$ cat config.mk
export PLATFORM = sky130hd
export DESIGN_NAME = ctrl_pipeline
export DESIGN_NICKNAME = d
export VERILOG_FILES = /design/src/rtl/ctrl_pkg.sv /design/src/rtl/ctrl_stage_reg.sv /design/src/rtl/ctrl_pipeline.sv
export SDC_FILE = /design/constraint.sdc
export NUM_CORES = 1
export LEC_CHECK = 0
export CELL_PAD_IN_SITES_DETAIL_PLACEMENT = 1
export CELL_PAD_IN_SITES_GLOBAL_PLACEMENT = 1
export CORE_MARGIN = 2
export CORE_UTILIZATION = 40
export CTS_CLUSTER_SIZE = 14
export DETAILED_ROUTE_END_ITERATION = 6
export GPL_TIMING_DRIVEN = 0
export PLACE_DENSITY = 0.83
export REMOVE_ABC_BUFFERS = 1
export SLEW_MARGIN = 20
export SYNTH_ARGS = -nofsm -noshare
export SYNTH_HDL_FRONTEND = slang
export SYNTH_SLANG_ARGS = --single-unit
$ cat constraint.sdc
create_clock -name clk_i -period 3.4 [get_ports clk_i]
set_input_delay 1.02 -clock clk_i [delete_from_list [all_inputs] [get_ports clk_i]]
set_output_delay 1.02 -clock clk_i [all_outputs]
set_load 0.01 [all_outputs]
$ cat src/rtl/ctrl_pkg.sv
// Shared definitions for the decode-control consumer pipeline:
// control bundle layout, forwarding encodings and the forwarding selector.
package ctrl_pkg;

    localparam int unsigned CTRL_W = 10;

    // Bit positions inside the control bundle
    localparam int unsigned CB_ALUSRC     = 9;
    localparam int unsigned CB_MEM_TO_REG = 8;
    localparam int unsigned CB_REG_WRITE  = 7;
    localparam int unsigned CB_REG_DEST   = 6;
    localparam int unsigned CB_MEM_READ   = 5;
    localparam int unsigned CB_MEM_WRITE  = 4;
    localparam int unsigned CB_BRANCH     = 3;
    localparam int unsigned CB_JUMP       = 2;

    typedef struct packed {
        logic       alusrc;
        logic       mem_to_reg;
        logic       reg_write;
        logic       reg_dest;
        logic       mem_read;
        logic       mem_write;
        logic       branch;
        logic       jump;
        logic [1:0] alu_op;
    } ctrl_t;

    typedef enum logic [1:0] {
        FWD_RF  = 2'b00,
        FWD_WB  = 2'b01,
        FWD_MEM = 2'b10
    } fwd_sel_e;

    // Operand source for one EX source register; the younger MEM result wins over WB
    function automatic fwd_sel_e fwd_select(
        input logic       mem_valid,
        input logic       mem_reg_write,
        input logic [4:0] mem_rd,
        input logic       wb_valid,
        input logic       wb_reg_write,
        input logic [4:0] wb_rd,
        input logic [4:0] rs
    );
        if (mem_valid && mem_reg_write && (mem_rd != 5'd0) && (mem_rd == rs))
            return FWD_MEM;
        else if (wb_valid && wb_reg_write && (wb_rd != 5'd0) && (wb_rd == rs))
            return FWD_WB;
        else
            return FWD_RF;
    endfunction

endpackage

$ cat src/rtl/ctrl_stage_reg.sv
// Generic pipeline stage register: hold keeps contents, bubble loads all-zero.
module ctrl_stage_reg #(
    parameter int unsigned W = 8
) (
    input  logic         i_clk,
    input  logic         i_rst_n,
    input  logic         i_hold,
    input  logic         i_bubble,
    input  logic [W-1:0] i_d,
    output logic [W-1:0] o_q
);

    logic [W-1:0] r_q;

    // Stage update: hold beats bubble so a frozen stage keeps its instruction
    always_ff @(posedge i_clk or negedge i_rst_n) begin
        if (!i_rst_n)
            r_q <= '0;
        else if (i_hold)
            r_q <= r_q;
        else if (i_bubble)
            r_q <= '0;
        else
            r_q <= i_d;
    end

    assign o_q = r_q;

endmodule

$ cat src/rtl/ctrl_pipeline.sv
// EX/MEM/WB control pipeline with load-use stall, EX redirect flush,
// operand forwarding selects and a saturating bubble counter.
module ctrl_pipeline #(
    parameter int unsigned CTRL_W = ctrl_pkg::CTRL_W,
    parameter int unsigned CNT_W  = 16
) (
    input  logic              clk_i,
    input  logic              rst_ni,
    input  logic              id_valid_i,
    input  logic [CTRL_W-1:0] id_ctrl_i,
    input  logic [4:0]        id_rs1_i,
    input  logic [4:0]        id_rs2_i,
    input  logic [4:0]        id_rd_i,
    input  logic              ex_branch_cond_i,
    input  logic              mem_ready_i,
    output logic              ex_valid_o,
    output logic [CTRL_W-1:0] ex_ctrl_o,
    output logic [4:0]        ex_rd_o,
    output logic              mem_valid_o,
    output logic [CTRL_W-1:0] mem_ctrl_o,
    output logic [4:0]        mem_rd_o,
    output logic              wb_valid_o,
    output logic              wb_reg_write_o,
    output logic              wb_mem_to_reg_o,
    output logic [4:0]        wb_rd_o,
    output logic              stall_o,
    output logic              flush_o,
    output logic [1:0]        fwd_a_o,
    output logic [1:0]        fwd_b_o,
    output logic [CNT_W-1:0]  bubble_cnt_o
);

    import ctrl_pkg::*;

    localparam int unsigned IDEX_W  = 1 + CTRL_W + 15;
    localparam int unsigned EXMEM_W = 1 + CTRL_W + 5;
    localparam int unsigned MEMWB_W = 1 + 1 + 1 + 5;

    logic [IDEX_W-1:0]  w_idex_d,  w_idex_q;
    logic [EXMEM_W-1:0] w_exmem_d, w_exmem_q;
    logic [MEMWB_W-1:0] w_memwb_d, w_memwb_q;

    logic              w_ex_valid;
    logic [CTRL_W-1:0] w_ex_ctrl;
    logic [4:0]        w_ex_rs1, w_ex_rs2, w_ex_rd;
    logic              w_mem_valid;
    logic [CTRL_W-1:0] w_mem_ctrl;
    logic [4:0]        w_mem_rd;
    logic              w_wb_valid, w_wb_reg_write, w_wb_mem_to_reg;
    logic [4:0]        w_wb_rd;

    logic w_freeze, w_redirect, w_loaduse, w_idex_bubble, w_count_bubble;
    logic w_stall, w_flush;
    logic [1:0] w_fwd_a, w_fwd_b;

    logic [CNT_W-1:0] r_bubble_cnt;

    assign w_idex_d  = {1'b1, id_ctrl_i, id_rs1_i, id_rs2_i, id_rd_i};
    assign {w_ex_valid, w_ex_ctrl, w_ex_rs1, w_ex_rs2, w_ex_rd} = w_idex_q;

    assign w_exmem_d = {w_ex_valid, w_ex_ctrl, w_ex_rd};
    assign {w_mem_valid, w_mem_ctrl, w_mem_rd} = w_exmem_q;

    assign w_memwb_d = {w_mem_valid, w_mem_ctrl[CB_REG_WRITE], w_mem_ctrl[CB_MEM_TO_REG], w_mem_rd};
    assign {w_wb_valid, w_wb_reg_write, w_wb_mem_to_reg, w_wb_rd} = w_memwb_q;

    // Hazard detection and per-cycle action selection
    always_comb begin
        w_freeze   = !mem_ready_i;
        w_redirect = w_ex_valid &&
                     ((w_ex_ctrl[CB_BRANCH] && ex_branch_cond_i) || w_ex_ctrl[CB_JUMP]);
        w_loaduse  = w_ex_valid && w_ex_ctrl[CB_MEM_READ] && (w_ex_rd != 5'd0) && id_valid_i &&
                     ((w_ex_rd == id_rs1_i) || (w_ex_rd == id_rs2_i));
        w_count_bubble = !w_freeze && (w_redirect || w_loaduse);
        w_idex_bubble  = w_redirect || w_loaduse || !id_valid_i;
        // Gated by reset so the freeze input cannot raise stall while the pipeline is cleared
        w_stall = rst_ni && (w_freeze || (w_loaduse && !w_redirect));
        w_flush = rst_ni && !w_freeze && w_redirect;
    end

    // Forwarding selects for both EX source operands
    always_comb begin
        w_fwd_a = fwd_select(w_mem_valid, w_mem_ctrl[CB_REG_WRITE], w_mem_rd,
                             w_wb_valid, w_wb_reg_write, w_wb_rd, w_ex_rs1);
        w_fwd_b = fwd_select(w_mem_valid, w_mem_ctrl[CB_REG_WRITE], w_mem_rd,
                             w_wb_valid, w_wb_reg_write, w_wb_rd, w_ex_rs2);
    end

    ctrl_stage_reg #(.W(IDEX_W)) u_idex (
        .i_clk    (clk_i),
        .i_rst_n  (rst_ni),
        .i_hold   (w_freeze),
        .i_bubble (w_idex_bubble),
        .i_d      (w_idex_d),
        .o_q      (w_idex_q)
    );

    ctrl_stage_reg #(.W(EXMEM_W)) u_exmem (
        .i_clk    (clk_i),
        .i_rst_n  (rst_ni),
        .i_hold   (w_freeze),
        .i_bubble (1'b0),
        .i_d      (w_exmem_d),
        .o_q      (w_exmem_q)
    );

    ctrl_stage_reg #(.W(MEMWB_W)) u_memwb (
        .i_clk    (clk_i),
        .i_rst_n  (rst_ni),
        .i_hold   (w_freeze),
        .i_bubble (1'b0),
        .i_d      (w_memwb_d),
        .o_q      (w_memwb_q)
    );

    // Saturating count of hazard bubbles (redirect or load-use, once per cycle)
    always_ff @(posedge clk_i or negedge rst_ni) begin
        if (!rst_ni)
            r_bubble_cnt <= '0;
        else if (w_count_bubble && (r_bubble_cnt != '1))
            r_bubble_cnt <= r_bubble_cnt + CNT_W'(1);
    end

    assign ex_valid_o      = w_ex_valid;
    assign ex_ctrl_o       = w_ex_ctrl;
    assign ex_rd_o         = w_ex_rd;
    assign mem_valid_o     = w_mem_valid;
    assign mem_ctrl_o      = w_mem_ctrl;
    assign mem_rd_o        = w_mem_rd;
    assign wb_valid_o      = w_wb_valid;
    assign wb_reg_write_o  = w_wb_reg_write;
    assign wb_mem_to_reg_o = w_wb_mem_to_reg;
    assign wb_rd_o         = w_wb_rd;
    assign stall_o         = w_stall;
    assign flush_o         = w_flush;
    assign fwd_a_o         = w_fwd_a;
    assign fwd_b_o         = w_fwd_b;
    assign bubble_cnt_o    = r_bubble_cnt;

endmodule

==> impl_metrics.yaml <==
run_status:
  status: "finished, final reports clean"
finish:
  multi_input_area_um2: 1340
  n_fill_cell: 810
  area.growth.synth_to_final_pct: 35.2
  instances_no_fill: 440
  drive_above_1_share_pct: 16.3
  nets: 366
  regArea_um2: 1650
  fin_area_um2: 4260
power_and_ir_drop:
  power_density_nw_per_um2: 466
  ir_drop_v: 0.000251
  total_power_uw: 1980
  p_leak_uw: 0.00201
  power_frac_comb_pct: 22.4
  p_clk_share_pct: 28.7
  p_seq_share_pct: 48.9
  power.net_switching_uw: 556
  sw_frac_of_total_pct: 28.0
  p_int_uw: 1430
logic_synthesis:
  yosysUniqueCellTypes: 37
  synth_compound_area_share_pct: 9.46
  syn_inst: 254
  synth_sequential_area_ratio_pct: 52.5
  synth_ff_type: "dfrtp_1"
  syn_area_um2: 3150
  synth-adder-area-share_pct: 0.398
  synth_top_area_share_pct: 52.5
  synth_top_family_by_area: "XOR/XNOR gates"
  synth_mux_area_share_pct: 8.95
  avgSynthCellArea_um2: 12.4
  synth-simple-area-share_pct: 10.8
  async_reset_ff_share_pct: 100
  ys_top_cells_by_area: "dfrtp_1, xor2_1, mux2_2"
  yosysWarnings: 0
  synth_edf_count: 0
  ys_seq_elements: 66
  synth-xor-area-share_pct: 12.5
  synth_top_area_cell: "dfrtp_1"
detailed_routing:
  drcViolationCount: 0
  first_pass_iters: 3
  routed_via_density: 5.15
  wl_per_cell_um: 17.8
  drt_iter0_drc: 30
  via_count: 2265
  drtAntennaViolNets: 0
  wirelength_um: 7830
worst_hold_path:
  min_from: "bubble_cnt_o[13]$_DFFE_PN0P_"
  hold_path.class: "flip-flop to flip-flop"
global_route:
  grt_pass1_wl_um: 12400
  antenna_found_initial: 0
  grt_overflow_total: 0
  grt_start_max_net_pins: 59
  grt_usage_pct: 18.9
  grt_pass1_vias: 2429
sta:
  slew_headroom_pct: 33.8
  finalCritPeriodShare_pct: 96.7
  skew_ps: 7.47
  final-hold-violation-count: 0
  whs_ps: 495
  tightestPinTransition_ps: 990
  slew_viol_final: 0
  finalWorstSetupSlack_ps: 113
  period_needed_ps: 3290
  setup_viol: 0
  rsz0062_at_grt: "false"
  max_freq_mhz: 304
clocking:
  path_clk_slew_ps: 70
  htreeDepth: 3
  hold_buffers: 0
  tritoncts: "yes"
  clkLatencyLatePin_ps: 340
  numClockSinks: 66
  cts_max_path_buffers: 2
  numCtsBuffers: 9
  cts-root-buf: "clkbuf_8"
setup_path:
  cp.required_ps: 2380
  crit_type: "flip-flop to primary output"
  end_kind: "primary output"
  cp-start-kind: "flip-flop"
  worstSetupStartpoint: "u_exmem.o_q[1]$_DFFE_PN0P_"
  crit_arrival_ps: 2270
  crit_fanout: 6
  timing.rr.start: "u_idex.o_q[1]$_DFFE_PN0P_"
floorplanning:
  coreArea_um2: 7690
  pin_count: 92
  fp.dieH_um: 92.7
  dieArea_um2: 8590
  fp.dieW_um: 92.7
  start_util_pct: 40.9
  rows: 32
place:
  dp_hpwl_um: 5640
  place_congestion: 0.837
  port-buffer-count: 91
  dp_cells: 424
  pre_cts_slack_ps: -792
  placed_area_um2: 4050
run:
  cap_violations: 0
-- power by group through the flow --
stage / combinational [µW] / clock [µW] / sequential, µW
6_report: 444 / 569 / 969
4_1_cts: 453 / 584 / 971
3_5_place_dp: 447 / 0 / 985
2_1_floorplan: 160 / 0 / 995
3_3_place_gp: 431 / 0 / 978
5_1_grt: 480 / 621 / 985
-- area by class of cell --
cell class	instances	area share, %
Clock buffer	13	3.73
Sequential cell	66	38.9
Tap cell	102	3.00
Inverter	2	0.206
Antenna cell	1	0.0588
Timing Repair Buffer	94	22.6
Multi-Input combinational cell	162	31.5
-- final timing paths --
kind,end,slack (ps),cells after the start
worst min register to register,bubble_cnt_o[13]$_DFFE_PN0P_,490,1
max in group asynchronous,u_exmem.o_q[2]$_DFFE_PN0P_,2350,2
worst max register to register,u_idex.o_q[1]$_DFFE_PN0P_,690,6
worst max-delay path,fwd_b_o[0],110,5
min in group asynchronous,bubble_cnt_o[12]$_DFFE_PN0P_,510,1
worst min-delay path,bubble_cnt_o[13]$_DFFE_PN0P_,490,1
-- placed cells by master, fill, tap and decap left out, types with 2 or more instances in the layout --
cell type / Yosys / layout
xnor2_1: 6 / 6
xor2_1: 37 / 37
dfrtp_1: 66 / 64
nor2_1: 6 / 5
clkbuf_8: 0 / 11
mux2_2: 25 / 25
nand4_1: 2 / 2
nor3_2: 1 / 3
nor3b_1: 4 / 4
buf_4: 15 / 4
clkdlybuf4s50_1: 0 / 75
and4_1: 2 / 2
dlymetal6s2s_1: 0 / 10
a22o_1: 25 / 25
nor4_1: 5 / 5
buf_2: 2 / 2
dfrtp_2: 0 / 2
nor3_1: 11 / 9
nand3_1: 6 / 6
nand2_1: 10 / 10
o211ai_1: 2 / 2
nor2b_1: 2 / 2
clkbuf_1: 3 / 2
or4_1: 5 / 5
-- registers in the layout, summed over array words and instances (netlist names) --
register / cells
bubble_cnt_o: 16
u_idex.o_q: 26
u_exmem.o_q: 16
u_memwb.o_q: 8
-- stage by stage --
step / setup TNS, ps / util [%]
global route: 0 / 55.3
floorplan: 0 / -
detailed placement: -10250 / 52.6
global placement: -111000 / 52.3
CTS: -253 / 55.0
finish: 0 / 55.4
-- logic make-up after synthesis --
| kind of cell | count (synthesis) |
|---|---|
| flip-flops | 66 |
| AND/OR/NAND/NOR | 58 |
| XOR/XNOR | 44 |
| AO/OA/AOI/OAI | 34 |
| buffers and inverters | 26 |
| multiplexers | 25 |
| adder cells (fa/ha/maj) | 1 |
-- synth_stat cells, types with 2 or more instances --
| cell | n |
|---|---|
| nor3_1 | 11 |
| xnor2_1 | 6 |
| buf_6 | 2 |
| clkbuf_1 | 3 |
| buf_4 | 15 |
| nand3_1 | 6 |
| nor2_1 | 6 |
| nor3b_1 | 4 |
| o211ai_1 | 2 |
| nand4_1 | 2 |
| or4_1 | 5 |
| buf_1 | 2 |
| a22o_1 | 25 |
| and4_1 | 2 |
| dfrtp_1 | 66 |
| nor4_1 | 5 |
| mux2_2 | 25 |
| nor2b_1 | 2 |
| nand2_1 | 10 |
| xor2_1 | 37 |
| buf_2 | 2 |
-- critical path, cell delays in order, from the launching register on --
cell      delay [ps]
dfrtp_2          450
or4_1            560
o211ai_1         260
nor4_1           130
nor4_1           340
buf_2            200
-- repair_timing --
item,4_1_cts,5_1_grt
buffers inserted,1,1
endpoints found under the setup margin,8,3
pin swaps,2,10
gates resized for setup,13,18
-- metal layers --
layer  routed length, µm  share of wire, %  GRT usage (%)
met3                 332               4.2           4.31
met1                3360                43           23.3
met4                 163               2.1           7.60
met5                   0                 0              0
met2                3970                51           32.3
Power figures use the tool's default switching activity.
